===== src/rtl/led_pattern_sequencer.sv =====
// Pattern-table sequencer for the 8-LED PWM bank.
// It walks four {mask, level, hold} entries and ramps brightness one step per tick toward each entry's level.
//
//   state   | meaning
//   --------+----------------------------------------------------------
//   ST_IDLE | outputs parked at zero, waiting for start
//   ST_RAMP | stepping brightness toward tgt, one step per tick
//   ST_HOLD | brightness at tgt, counting hold_cnt down to zero
module led_pattern_sequencer #(
    parameter int CLK_FREQ = 25_000_000,
    parameter int TICK_HZ  = 1_000
) (
    input  logic        clk,
    input  logic        rst_n,
    input  logic        cfg_we,
    input  logic [1:0]  cfg_addr,
    input  logic [7:0]  cfg_mask,
    input  logic [7:0]  cfg_level,
    input  logic [15:0] cfg_hold,
    input  logic        start,
    input  logic        stop,
    input  logic        loop_en,
    output logic        busy,
    output logic [1:0]  step_idx,
    output logic [7:0]  led_mask,
    output logic [7:0]  brightness,
    output logic        done
);
    localparam int DIV = CLK_FREQ / TICK_HZ;
    localparam int PW  = $clog2(DIV);
    localparam logic [PW-1:0] PRESC_LAST = PW'(DIV - 1);

    typedef enum logic [1:0] {ST_IDLE, ST_RAMP, ST_HOLD} state_t;

    state_t        state_q, state_d;
    logic [PW-1:0] presc_q, presc_d;
    logic [7:0]    tbl_mask_q  [4];
    logic [7:0]    tbl_mask_d  [4];
    logic [7:0]    tbl_level_q [4];
    logic [7:0]    tbl_level_d [4];
    logic [15:0]   tbl_hold_q  [4];
    logic [15:0]   tbl_hold_d  [4];
    logic [7:0]    tgt_q, tgt_d;
    logic [15:0]   hold_w_q, hold_w_d;
    logic [15:0]   hold_cnt_q, hold_cnt_d;
    logic          busy_q, busy_d;
    logic [1:0]    step_idx_q, step_idx_d;
    logic [7:0]    led_mask_q, led_mask_d;
    logic [7:0]    brightness_q, brightness_d;
    logic          done_q, done_d;

    logic       tick;
    logic       load;
    logic [1:0] load_idx;
    logic       go_idle;
    logic       accept;
    logic [7:0] br_next;

    assign tick = (state_q != ST_IDLE) && (presc_q == PRESC_LAST);

    always_comb begin
        tbl_mask_d  = tbl_mask_q;
        tbl_level_d = tbl_level_q;
        tbl_hold_d  = tbl_hold_q;
        if (cfg_we) begin
            tbl_mask_d[cfg_addr]  = cfg_mask;
            tbl_level_d[cfg_addr] = cfg_level;
            tbl_hold_d[cfg_addr]  = cfg_hold;
        end
    end

    always_comb begin
        state_d      = state_q;
        step_idx_d   = step_idx_q;
        led_mask_d   = led_mask_q;
        brightness_d = brightness_q;
        busy_d       = busy_q;
        done_d       = 1'b0;
        tgt_d        = tgt_q;
        hold_w_d     = hold_w_q;
        hold_cnt_d   = hold_cnt_q;
        load         = 1'b0;
        load_idx     = step_idx_q;
        go_idle      = 1'b0;
        accept       = 1'b0;
        br_next      = brightness_q;

        case (state_q)
            ST_IDLE: begin
                led_mask_d   = '0;
                brightness_d = '0;
                busy_d       = 1'b0;
                step_idx_d   = '0;
                if (start && !stop) begin
                    accept   = 1'b1;
                    load     = 1'b1;
                    load_idx = 2'd0;
                end
            end
            ST_RAMP: begin
                if (stop) begin
                    go_idle = 1'b1;
                end else if (tick) begin
                    if (brightness_q != tgt_q) begin
                        br_next      = (brightness_q < tgt_q) ? brightness_q + 8'd1
                                                              : brightness_q - 8'd1;
                        brightness_d = br_next;
                    end
                    // Already at target still costs one tick before HOLD.
                    if (br_next == tgt_q) begin
                        state_d    = ST_HOLD;
                        hold_cnt_d = hold_w_q;
                    end
                end
            end
            ST_HOLD: begin
                if (stop) begin
                    go_idle = 1'b1;
                end else if (tick) begin
                    if (hold_cnt_q == '0) begin
                        if (step_idx_q != 2'd3 || loop_en) begin
                            load     = 1'b1;
                            load_idx = step_idx_q + 2'd1;
                        end else begin
                            go_idle = 1'b1;
                            done_d  = 1'b1;
                        end
                    end else begin
                        hold_cnt_d = hold_cnt_q - 16'd1;
                    end
                end
            end
            default: go_idle = 1'b1;
        endcase

        // Entry is latched into working registers so later table writes do not disturb it.
        if (load) begin
            state_d    = ST_RAMP;
            step_idx_d = load_idx;
            led_mask_d = tbl_mask_q[load_idx];
            tgt_d      = tbl_level_q[load_idx];
            hold_w_d   = tbl_hold_q[load_idx];
            busy_d     = 1'b1;
        end
        if (go_idle) begin
            state_d      = ST_IDLE;
            busy_d       = 1'b0;
            step_idx_d   = '0;
            led_mask_d   = '0;
            brightness_d = '0;
        end

        if (accept || state_d == ST_IDLE || tick) presc_d = '0;
        else                                      presc_d = presc_q + 1'b1;
    end

    always_ff @(posedge clk) begin
        if (!rst_n) begin
            state_q      <= ST_IDLE;
            presc_q      <= '0;
            tgt_q        <= '0;
            hold_w_q     <= '0;
            hold_cnt_q   <= '0;
            busy_q       <= 1'b0;
            step_idx_q   <= '0;
            led_mask_q   <= '0;
            brightness_q <= '0;
            done_q       <= 1'b0;
            for (int i = 0; i < 4; i++) begin
                tbl_mask_q[i]  <= '0;
                tbl_level_q[i] <= '0;
                tbl_hold_q[i]  <= '0;
            end
        end else begin
            state_q      <= state_d;
            presc_q      <= presc_d;
            tgt_q        <= tgt_d;
            hold_w_q     <= hold_w_d;
            hold_cnt_q   <= hold_cnt_d;
            busy_q       <= busy_d;
            step_idx_q   <= step_idx_d;
            led_mask_q   <= led_mask_d;
            brightness_q <= brightness_d;
            done_q       <= done_d;
            tbl_mask_q   <= tbl_mask_d;
            tbl_level_q  <= tbl_level_d;
            tbl_hold_q   <= tbl_hold_d;
        end
    end

    assign busy       = busy_q;
    assign step_idx   = step_idx_q;
    assign led_mask   = led_mask_q;
    assign brightness = brightness_q;
    assign done       = done_q;
endmodule


===== config.mk =====
export PLATFORM = sky130hd
export DESIGN_NAME = led_pattern_sequencer
export DESIGN_NICKNAME = d
export VERILOG_FILES = /design/src/rtl/led_pattern_sequencer.sv
export SDC_FILE = /design/constraint.sdc
export NUM_CORES = 1
export LEC_CHECK = 0
export ABC_AREA = 0
export CORE_ASPECT_RATIO = 2
export CORE_MARGIN = 3
export CORE_UTILIZATION = 35
export CTS_CLUSTER_SIZE = 10
export DETAILED_ROUTE_END_ITERATION = 10
export DONT_BUFFER_PORTS = 1
export SLEW_MARGIN = 10
export SYNTH_ARGS = -nofsm -noshare
export SYNTH_HDL_FRONTEND = slang
export SYNTH_SLANG_ARGS = --single-unit

===== constraint.sdc =====
create_clock -name clk -period 5.75 [get_ports clk]
set_clock_uncertainty 0.2 [all_clocks]
set_input_delay 0.8625 -clock clk [delete_from_list [all_inputs] [get_ports clk]]
set_output_delay 0.8625 -clock clk [all_outputs]
set_load 0.1 [all_outputs]

==> metrics.md, run 1 <==
| Metric | Value |
|---|---|
| Clk_lat worst skew | `around 0.52 ns` |
| Post_cts resized | `0` |
| Top post-synthesis cells by area | `dfxtp_1 44%, nand2_1 13%, a21oi_1 9.8%` |
| Vias | `8078` |
| Register area share after synthesis | `43.70%` |
| Dpl cell area | `9644 sq um` |
| Initial DRC Count | `560` |
| Dpl hpwl | `16860 um` |
| Router iterations before antenna repair | `5` |
| # hold bufs at CTS | `0` |
| Vias per std cell | `5.432` |
| Most common cell after layout, fill and taps aside | `nand2_1` |
| Maximum vdd ir drop | `0.1908 mV` |
| Total CTS buffers | `24` |
| Cell Pwr Density | `288.1 nW/um^2` |
| Layout cells sized above 1 | `under 10%` |
| Fill cell count | `2699` |
| RePlAce Congestion | `0.9086` |
| Synth-to-Final Area Change | `9.447%` |
| Top FF cell, synth | `dfxtp_1` |
| Initial Utilization | `35.60%` |
| Worst setup EP type | `register` |
| Crit path max fanout | `10` |
| Post-route setup TNS | `0 ns` |
| Total Routed Length | `around 26000 um` |
| Kind of start point of the critical path | `register` |
| Number of global-route vias before repair | `about 8000` |
| Max-capacitance violation count | `0` |
| Kind of critical path | `register to register` |
| Util after Layout | `38.96%` |
| Worst R2R Setup Slack | `0.76 ns` |
| Synth top area share | `between 40% and 50%` |
| Die Y | `237.6 um` |
| Period utilisation layout | `~87%` |
| Status | `completed` |
| Reg-to-reg startpoint | `tgt_q[2]` |
| Reg clk slew, reported paths | `0.06 ns` |
| Syn Area/Cell | `8.005 sq um` |
| GR Overflow Total | `0` |
| Slew @ Worst Pin | `1.107 ns` |
| Capture point of the worst path | `hold_cnt_q[10]` |
| Cell variety after synth | `61` |
| First-pass GRT wire length | `approximately 43000 um` |
| RR Endpoint | `hold_cnt_q[10]` |
| Req. time, crit path | `5.98 ns` |
| Antenna cells | `0` |
| Core Footprint | `around 26000 sq um` |
| Most frequent cells in the layout | `321 x nand2_1, 205 x dfxtp_1, 184 x a21oi_1, 55 x nor2_1, 39 x o21ai_0` |
| Leakage | `about 3.6 nW` |
| Final hold vios | `0` |
| Antenna violations before repair | `0` |
| # rows | `84` |
| Post-synth net total | `1231` |
| Largest net degree at the start of global routing | `79` |
| Most frequent CP cell | `inv_1` |
| IO Port Bufs | `0` |
| Fin crit period | `about 5 ns` |
| NumNets Final | `1201` |
| I/O Pins | `60` |
| Max transition margin | `26.07%` |
| CTS Sinks | `205` |
| Fmax | `between 200 and 250 MHz` |
| Clock Tree Buf Depth | `3` |
| Mapped Cells | `1173` |
| Post-Synthesis Cell Area | `9390 sq um` |
| Root Buffer | `clkbuf_16` |
| Gr usage total | `between 10% and 20%` |
| Worst Setup SP | `tgt_q[2]` |
| Die width | `121.8 um` |
| CP max-delay cell | `o41ai_4` |
| Worst-path cell chain | `inv_1 -> ha_1 -> nand3_1 -> o221ai_1 -> a221o_1 -> inv_1 -> fa_1 -> xnor2_1 -> nand2b_1 -> a21oi_1 -> a211o_1 -> a2111o_1 -> o41ai_4 -> nand2_1 -> o22ai_1` |
| Worst stage delay on the critical path | `approximately 0.59 ns` |
| Count of final setup violators | `0` |
| Final worst setup slack | `0.7565 ns` |
| Pins over their slew limit | `0` |
| Pre-CTS WS | `0.9074 ns` |
| Post-CTS setup buffers | `0` |
| Post-synth EDFFs | `0` |
| Area leader, netlist | `dfxtp_1` |
| CTS tree | `built` |
| DRC Markers | `0` |
| H-tree depth | `1` |
| Worst EP arrival | `5.22 ns` |
| Synth Register Bits | `a little over 200` |
| RSZ-0062 raised after global routing | `no` |
| Avg WL per Cell | `17.80 um` |
| Routed Antenna Nets | `0` |
| R2R depth | `15` |
| Synth async-reset ratio | `0%` |
| Worst hold path class | `register to register` |
| Design area | `10280 sq um` |
| Yosys warning count | `0` |
| Die area | `28950 sq um` |
==> where the power goes <==
part           internal (mW)  switching [mW]  total, mW  leakage, nW
sequential              1.45          0.0226       1.48         1.66
clock                  0.760           0.551       1.31        0.308
combinational         0.0543           0.119      0.174         1.61
==> state kept, by name, summed over array words and instances, names as in the netlist <==
signal       count
brightness       8
tbl_hold_q      64
done             1
led_mask         8
tbl_mask_q      32
state_q          2
tgt_q            8
busy             1
tbl_level_q     32
step_idx         2
hold_cnt_q      16
presc_q         15
hold_w_q        16
==> synth_stat cells (all sizes together) (10+ instances only) <==
cell type	instances
xor2	11
dfxtp	205
inv	20
or3	12
nor2	57
o21ai	42
buf	11
a221o	33
or2	10
mux2	33
o211ai	10
nand3	15
a21oi	185
ha	17
xnor2	12
nor3	11
nand2	321
clkbuf	68
==> layout make-up <==
class                   count  area, sq um  share of cell area, %
clock buffers              25        625.6                  6.087
clock inverters             1        7.507                0.07305
inverters                  20        77.57                 0.7548
multi-input cells         869         4847                  47.16
flip-flops and latches    205         4104                  39.93
well taps                 344        430.4                  4.188
repair buffers             23        185.2                  1.802
==> critical path: cells and delay by family, from the launching register on <==
| family | cells | cell delay [ns] |
|---|---|---|
| simple gates | 3 | 0.66 |
| flops | 1 | 0.41 |
| xor+xnor | 1 | 0.28 |
| compound gates | 7 | 2.36 |
| fa+ha+maj | 2 | 0.73 |
| buf+inv | 2 | 0.27 |
==> worst min path at each step <==
stage,start,slack [ns],depth (start not counted),endpoint
final,tbl_level_q[26],0.25,2,tbl_level_q[26]
after global routing,tbl_level_q[10],0.26,2,tbl_level_q[10]
after floorplan,tbl_hold_q[29],0.23,2,tbl_hold_q[29]
after CTS,tbl_level_q[10],0.25,2,tbl_level_q[10]
after global placement,tbl_hold_q[3],0.24,2,tbl_hold_q[3]
after detailed placement,tbl_hold_q[10],0.24,2,tbl_hold_q[10]
==> metrics by stage <==
stage,power [mW],cells,hold WS (ns)
after floorplan,1.633,1173,0.2322
after detailed placement,1.681,1461,0.2430
after global placement,1.678,1461,0.2388
after CTS,2.994,1487,0.2506
after global routing,3.070,1487,0.2640
final,2.961,1487,0.2491
==> metal layers <==
metal	global-route usage (%)	part of all wire, %
met2	33.36	53
met3	3.333	5.2
met5	0	0
met1	20.63	39
met4	6.324	2.6
==> kinds of logic (layout without fill, tap and decap cells) <==
group	count (synthesis)	after routing	share of synthesized area [%]
buf+inv	99	69	4.890
compound gates	321	321	21.07
mux	36	36	4.277
flops	205	205	43.70
xor+xnor	23	23	2.145
simple gates	471	471	21.44
fa+ha+maj	18	18	2.478
Power figures use the tool's default switching activity.
==> inputs of run 2 (changes only) <==
--- a/config.mk
+++ b/config.mk
@@ -8,10 +8,11 @@
 export ABC_AREA = 0
 export CORE_ASPECT_RATIO = 2
 export CORE_MARGIN = 3
-export CORE_UTILIZATION = 35
+export CORE_UTILIZATION = 64
 export CTS_CLUSTER_SIZE = 10
 export DETAILED_ROUTE_END_ITERATION = 10
 export DONT_BUFFER_PORTS = 1
+export PLACE_DENSITY = 0.86
 export SLEW_MARGIN = 10
 export SYNTH_ARGS = -nofsm -noshare
 export SYNTH_HDL_FRONTEND = slang
==> metrics.md, run 2 (synthesis results as in run 1) <==
| Metric | Value |
|---|---|
| Status | `completed` |
| CTS tree | `built` |
| Reg-to-reg startpoint | `brightness[0]` |
| Footprint of the multi-input gates | `4853 sq um (+0.13%)` |
| Most frequent cells in the layout | `321 x nand2_1, 205 x dfxtp_1, 184 x a21oi_1, 55 x nor2_1, 39 x o21ai_0` |
| Switching portion of total power | `23.07% (-0.33 points)` |
| Initial Utilization | `65.43% (+30 points)` |
| Max transition margin | `27.13% (+1.1 points)` |
| Number of global-route vias before repair | `8482 (+7.5%)` |
| Gr usage total | `30.29% (+12 points)` |
| Die area | `16250 sq um (-44%)` |
| R2R depth | `15 (unchanged)` |
| Total Routed Length | `24980 um (-5.6%)` |
| Initial DRC Count | `722 (+29%)` |
| Root Buffer | `clkbuf_16` |
| # rows | `62 (-26%)` |
| Worst Setup SP | `brightness[0]` |
| Post-CTS setup buffers | `0 (unchanged)` |
| NumNets Final | `1199 (-0.17%)` |
| Max FFs per register | `64 (unchanged)` |
| Dpl hpwl | `15300 um (-9.2%)` |
| Kind of start point of the critical path | `register` |
| Internal power | `2.268 mW (about the same)` |
| Fmax | `202.8 MHz (+1.3%)` |
| Core Footprint | `14350 sq um (-46%)` |
| Reg with most FFs | `tbl_hold_q` |
| Hold_ws | `0.2468 ns (-0.002297 ns)` |
| Post-route non-filler standard cell count | `1333 (-10%)` |
| Post_cts resized | `0 (unchanged)` |
| Req. time, crit path | `5.95 ns (-0.03 ns)` |
| Capture point of the worst path | `hold_cnt_q[8]` |
| Post-route setup TNS | `0 ns (unchanged)` |
| RePlAce Congestion | `0.9313 (+2.5%)` |
| Final hold vios | `0 (unchanged)` |
| I/O Pins | `60 (unchanged)` |
| Placed instance count | `1307 (-11%)` |
| Largest regs | `tbl_hold_q x64, tbl_level_q x32, tbl_mask_q x32` |
| Crit path max fanout | `10 (unchanged)` |
| First-pass GRT wire length | `40270 um (-5.3%)` |
| Synth-to-Final Area Change | `7.195%` |
| Reg clk slew, reported paths | `0.06 ns (about the same)` |
| Total CTS buffers | `24 (unchanged)` |
| Kind of critical path | `register to register` |
| NetSw | `0.6802 mW (-1.8%)` |
| # hold bufs at CTS | `0 (unchanged)` |
| Largest net degree at the start of global routing | `73 (-7.6%)` |
| Pre-CTS WS | `0.9711 ns (+0.06369 ns)` |
| Most common cell after layout, fill and taps aside | `nand2_1` |
| CTS Sinks | `205 (unchanged)` |
| RSZ-0062 raised after global routing | `no` |
| Die width | `91.65 um (-25%)` |
| Worst EP arrival | `5.13 ns (-0.09 ns)` |
| Clock Tree Buf Depth | `3 (unchanged)` |
| RR Endpoint | `hold_cnt_q[8]` |
| Vias per std cell | `6.344 (+17%)` |
| GR Overflow Total | `0 (unchanged)` |
| Final worst setup slack | `0.8194 ns (+0.06287 ns)` |
| Maximum vdd ir drop | `0.2613 mV (+37%)` |
| Clock Power Share | `44.0% (-0.3 points)` |
| Max-capacitance violation count | `0 (unchanged)` |
| Worst setup EP type | `register` |
| H-tree depth | `1 (unchanged)` |
| Die Y | `177.3 um (-25%)` |
| Share of power burned in registers | `50.1% (+0.2 points)` |
| Layout cells sized above 1 | `8.677% (+0.015 points)` |
| Router iterations before antenna repair | `7 (+2)` |
| Antenna violations before repair | `0 (unchanged)` |
| Period utilisation layout | `85.75% (-1.1 points)` |
| Antenna cells | `0 (unchanged)` |
| Count of final setup violators | `0 (unchanged)` |
| Fill cell count | `1182 (-56%)` |
| Routed Antenna Nets | `0 (unchanged)` |
| Worst R2R Setup Slack | `0.82 ns (+0.06 ns)` |
| DRC Markers | `0 (unchanged)` |
| Storage cell area | `4104 sq um (unchanged)` |
| Vias | `8457 (+4.7%)` |
| Pins over their slew limit | `0 (unchanged)` |
| Slew @ Worst Pin | `1.091 ns (-0.01592 ns)` |
| Cell Pwr Density | `292.9 nW/um^2 (+1.6%)` |
| Avg WL per Cell | `18.74 um (+5.3%)` |
| Worst hold path class | `register to register` |
| IO Port Bufs | `0 (unchanged)` |
| Fin crit period | `4.931 ns (-0.06287 ns)` |
| Clk_lat worst skew | `0.50 ns (-0.02 ns)` |
| Leakage | `3.569 nW (-0.29%)` |
| Comb power frac | `5.9% (about the same)` |
-- run 2: layout make-up --
cell class / instances / share of cell area, %
clock inverters: 1 / 0.07458
flip-flops and latches: 205 / 40.77
inverters: 20 / 0.7707
well taps: 192 / 2.387
multi-input cells: 869 / 48.22
clock buffers: 25 / 6.215
repair buffers: 21 / 1.566
-- run 2: metrics by stage --
stage | cell area, sq um | util [%] | total power, mW
2_1_floorplan | 9390 | - | 1.633
3_3_place_gp | 9433 | 65.73 | 1.670
5_1_grt | 10070 | 70.14 | 3.024
6_report | 10070 | 70.14 | 2.948
3_5_place_dp | 9433 | 65.73 | 1.677
4_1_cts | 10070 | 70.14 | 2.955
-- run 2: power by group through the flow --
stage	Combinational, mW	Clock [mW]	Sequential (mW)
6_report	0.173	1.30	1.48
5_1_grt	0.190	1.35	1.48
4_1_cts	0.171	1.31	1.48
3_5_place_dp	0.170	0	1.51
3_3_place_gp	0.165	0	1.51
2_1_floorplan	0.132	0	1.50
-- run 2: worst max-delay path: stages, from the launching register on --
cell and delay [ns]:
dfxtp_1 0.31, buf_4 0.33, inv_1 0.15, ha_1 0.22
o221ai_1 0.20, a221o_1 0.36, inv_1 0.14, fa_1 0.42
nor2b_1 0.26, o22ai_1 0.15, xor2_1 0.20, a211o_1 0.31
a2111o_1 0.42, o41ai_4 0.59, nand2_1 0.32, o22ai_1 0.25
-- run 2: worst min path at each step --
stage / to / cells after the start / from / slack (ns)
after floorplan: tbl_hold_q[29] / 2 / tbl_hold_q[29] / 0.23
after global placement: tbl_level_q[10] / 2 / tbl_level_q[10] / 0.24
after detailed placement: tbl_level_q[10] / 2 / tbl_level_q[10] / 0.24
after CTS: tbl_level_q[10] / 2 / tbl_level_q[10] / 0.25
after global routing: tbl_hold_q[58] / 2 / tbl_hold_q[58] / 0.26
final: tbl_level_q[10] / 2 / tbl_level_q[10] / 0.25
-- run 2: layer usage --
metal / up-vias / GRT usage, % / routed length (um) / part of all wire, %
met5: - / 0 / 0 / 0
met2: 401 / 54.90 / 12930 / 52
met4: 0 / 16.81 / 1105 / 4.4
li1: 3993 / - / - / -
met1: 3978 / 32.78 / 9081 / 36
met3: 85 / 5.303 / 1869 / 7.5
==> inputs of run 3 (changes only) <==
--- a/config.mk
+++ b/config.mk
@@ -8,11 +8,11 @@
 export ABC_AREA = 0
 export CORE_ASPECT_RATIO = 2
 export CORE_MARGIN = 3
-export CORE_UTILIZATION = 64
+export CORE_UTILIZATION = 68
 export CTS_CLUSTER_SIZE = 10
 export DETAILED_ROUTE_END_ITERATION = 10
 export DONT_BUFFER_PORTS = 1
-export PLACE_DENSITY = 0.86
+export PLACE_DENSITY = 0.9
 export SLEW_MARGIN = 10
 export SYNTH_ARGS = -nofsm -noshare
 export SYNTH_HDL_FRONTEND = slang
==> constraint.sdc (replaced) <==
create_clock -name clk -period 6.17 [get_ports clk]
set_clock_uncertainty 0.2 [all_clocks]
set_input_delay 0.9255 -clock clk [delete_from_list [all_inputs] [get_ports clk]]
set_output_delay 0.9255 -clock clk [all_outputs]
set_load 0.1 [all_outputs]
==> metrics.md, run 3 (synthesis results as in run 1) <==
| Metric | Value |
|---|---|
| Kind of start point of the critical path | `register` |
| Fin crit period | `5.191 ns (+0.2603 ns)` |
| Die width | `89.10 um (-2.8%)` |
| RR Endpoint | `hold_cnt_q[10]` |
| R2R depth | `13 (-2)` |
| DRC Markers | `0 (unchanged)` |
| Die Y | `172.2 um (-2.9%)` |
| Req. time, crit path | `6.39 ns (+0.44 ns)` |
| # rows | `60 (-3.2%)` |
| H-tree depth | `1 (unchanged)` |
| CP Depth | `13 (-2)` |
| Kind of critical path | `register to register` |
| Die area | `15340 sq um (-5.6%)` |
| Initial DRC Count | `812 (+12%)` |
| Max FFs per register | `64 (unchanged)` |
| Footprint of the multi-input gates | `4862 sq um (+0.18%)` |
| Largest net degree at the start of global routing | `93 (+27%)` |
| Max transition margin | `25.56% (-1.6 points)` |
| Leakage | `3.560 nW (-0.26%)` |
| Pins over their slew limit | `0 (unchanged)` |
| WL met2 | `12800 um (-0.94%)` |
| Fmax | `192.6 MHz (-5.0%)` |
| Worst Setup SP | `brightness[5]` |
| # hold bufs at CTS | `0 (unchanged)` |
| Initial Utilization | `69.49% (+4.1 points)` |
| Hold_ws | `0.2490 ns (+0.002137 ns)` |
| Worst EP arrival | `5.41 ns (+0.28 ns)` |
| Buf/Inv on CP | `0 (-3)` |
| Crit path max fanout | `10 (unchanged)` |
| CP delay by family, top | `compound AO/OA/AOI/OAI gates` |
| Max-capacitance violation count | `0 (unchanged)` |
| Cell Pwr Density | `273.7 nW/um^2 (-6.5%)` |
| Total Routed Length | `24750 um (-0.94%)` |
| GR Overflow Total | `0 (unchanged)` |
| RSZ-0062 raised after global routing | `no` |
| CTS Sinks | `205 (unchanged)` |
| Antenna cells | `0 (unchanged)` |
| Vias per std cell | `6.549 (+3.2%)` |
| Routed Antenna Nets | `0 (unchanged)` |
| Post_cts resized | `0 (unchanged)` |
| Antenna violations before repair | `0 (unchanged)` |
| Clock Tree Buf Depth | `3 (unchanged)` |
| CTS tree | `built` |
| Post-CTS setup buffers | `0 (unchanged)` |
| Worst stage delay on the critical path | `1.06 ns (+0.47 ns)` |
| Storage cell area | `4104 sq um (unchanged)` |
| Worst hold path class | `register to register` |
| Status | `completed` |
| Wire length on met1 | `9015 um (-0.73%)` |
| Worst-path cell chain | `ha_1 -> nand3_1 -> nor2_1 -> a221o_1 -> ha_1 -> nor2b_1 -> o22ai_1 -> xor2_1 -> a211o_1 -> a2111o_1 -> o41ai_4 -> nand2_1 -> o22ai_1` |
| Router iterations before antenna repair | `8 (+1)` |
| NumNets Final | `1197 (-0.17%)` |
| Met3 WL | `1771 um (-5.2%)` |
| Root Buffer | `clkbuf_16` |
| Most frequent cells in the layout | `321 x nand2_1, 205 x dfxtp_1, 184 x a21oi_1, 55 x nor2_1, 39 x o21ai_0` |
| I/O Pins | `60 (unchanged)` |
| Worst setup EP type | `register` |
| Reg with most FFs | `tbl_hold_q` |
| Total CTS buffers | `24 (unchanged)` |
| Capture point of the worst path | `hold_cnt_q[10]` |
| Most common cell after layout, fill and taps aside | `nand2_1` |
| IO Port Bufs | `0 (unchanged)` |
| Slew @ Worst Pin | `1.115 ns (+0.02359 ns)` |
| Synth-to-Final Area Change | `6.636%` |
| Vias | `8474 (+0.20%)` |
| Worst R2R Setup Slack | `0.98 ns (+0.16 ns)` |
| Largest regs | `tbl_hold_q x64, tbl_level_q x32, tbl_mask_q x32` |
| Post-route setup TNS | `0 ns (unchanged)` |
| Dpl cell area | `9380 sq um (-0.56%)` |
| Highest routed layer | `met4` |
| Avg WL per Cell | `19.12 um (+2.0%)` |
| Layout cells sized above 1 | `8.428% (-0.25 points)` |
| Reg-to-reg startpoint | `brightness[5]` |
| First-pass GRT wire length | `39890 um (-0.94%)` |
| Dpl hpwl | `15330 um (+0.14%)` |
| CP max-delay cell | `dfxtp_1` |
| Reg clk slew, reported paths | `0.06 ns (about the same)` |
| Fill cell count | `996 (-16%)` |
| Gr usage total | `32.17% (+1.9 points)` |
| Maximum vdd ir drop | `0.2208 mV (-16%)` |
| Core Footprint | `13510 sq um (-5.8%)` |
| Period utilisation layout | `84.13% (-1.6 points)` |
| Count of final setup violators | `0 (unchanged)` |
| Clk_lat worst skew | `0.50 ns (about the same)` |
| Final hold vios | `0 (unchanged)` |
| RePlAce Congestion | `0.9652 (+3.6%)` |
| Number of global-route vias before repair | `8343 (-1.6%)` |
| Design area | `10010 sq um (-0.52%)` |
[run 3: cell count changes in the layout (fill, tap and decap cells not counted), sizes merged]
cell | before | now
buf | 21 | 19
[run 3: how the worst min path moves through the flow]
stage	start	endpoint	slack (ns)	cells after the start
finish	tbl_hold_q[54]	tbl_hold_q[54]	0.25	2
detailed placement	tbl_level_q[26]	tbl_level_q[26]	0.24	2
global route	tbl_hold_q[56]	tbl_hold_q[56]	0.26	2
global placement	tbl_hold_q[30]	tbl_hold_q[30]	0.24	2
CTS	tbl_hold_q[63]	tbl_hold_q[63]	0.25	2
floorplan	tbl_hold_q[29]	tbl_hold_q[29]	0.23	2
[run 3: cell type report]
| type | instances | area share (%) |
|---|---|---|
| Sequential cell | 205 | 40.98 |
| Clock buffer | 25 | 6.248 |
| Inverter | 20 | 0.7747 |
| Clock inverter | 1 | 0.07497 |
| Timing Repair Buffer | 19 | 1.424 |
| Multi-Input combinational cell | 869 | 48.56 |
| Tap cell | 155 | 1.937 |
[run 3: per-layer routing]
layer,vias up,GRT usage (%)
met2,392,56.60
li1,3993,-
met5,-,0
met3,92,5.770
met1,3997,35.88
met4,0,16.85
[run 3: worst reg2reg max path, stage by stage (launching register included)]
cell and delay [ns]:
dfxtp_1 1.06, ha_1 0.38, nand3_1 0.12, nor2_1 0.05, a221o_1 0.44, ha_1 0.40, nor2b_1 0.24, o22ai_1 0.13
xor2_1 0.18, a211o_1 0.30, a2111o_1 0.43, o41ai_4 0.63, nand2_1 0.32, o22ai_1 0.22
[run 3: through the flow]
stage               power [mW]  util, %  cells  setup slack (ns)
finish                   2.741    74.10   1294            0.9791
global route             2.811    74.10   1294            0.7027
global placement         1.553    69.42   1268             1.214
floorplan                1.522        -   1173             1.446
CTS                      2.740    74.10   1294             1.027
detailed placement       1.560    69.42   1268             1.124
[run 3: power by group]
group	total, mW	internal [mW]	leakage (nW)	switching [mW]
clock	1.20	0.707	0.308	0.496
combinational	0.159	0.0501	1.59	0.109
sequential	1.38	1.36	1.66	0.0223
total	2.74	2.11	3.56	0.628
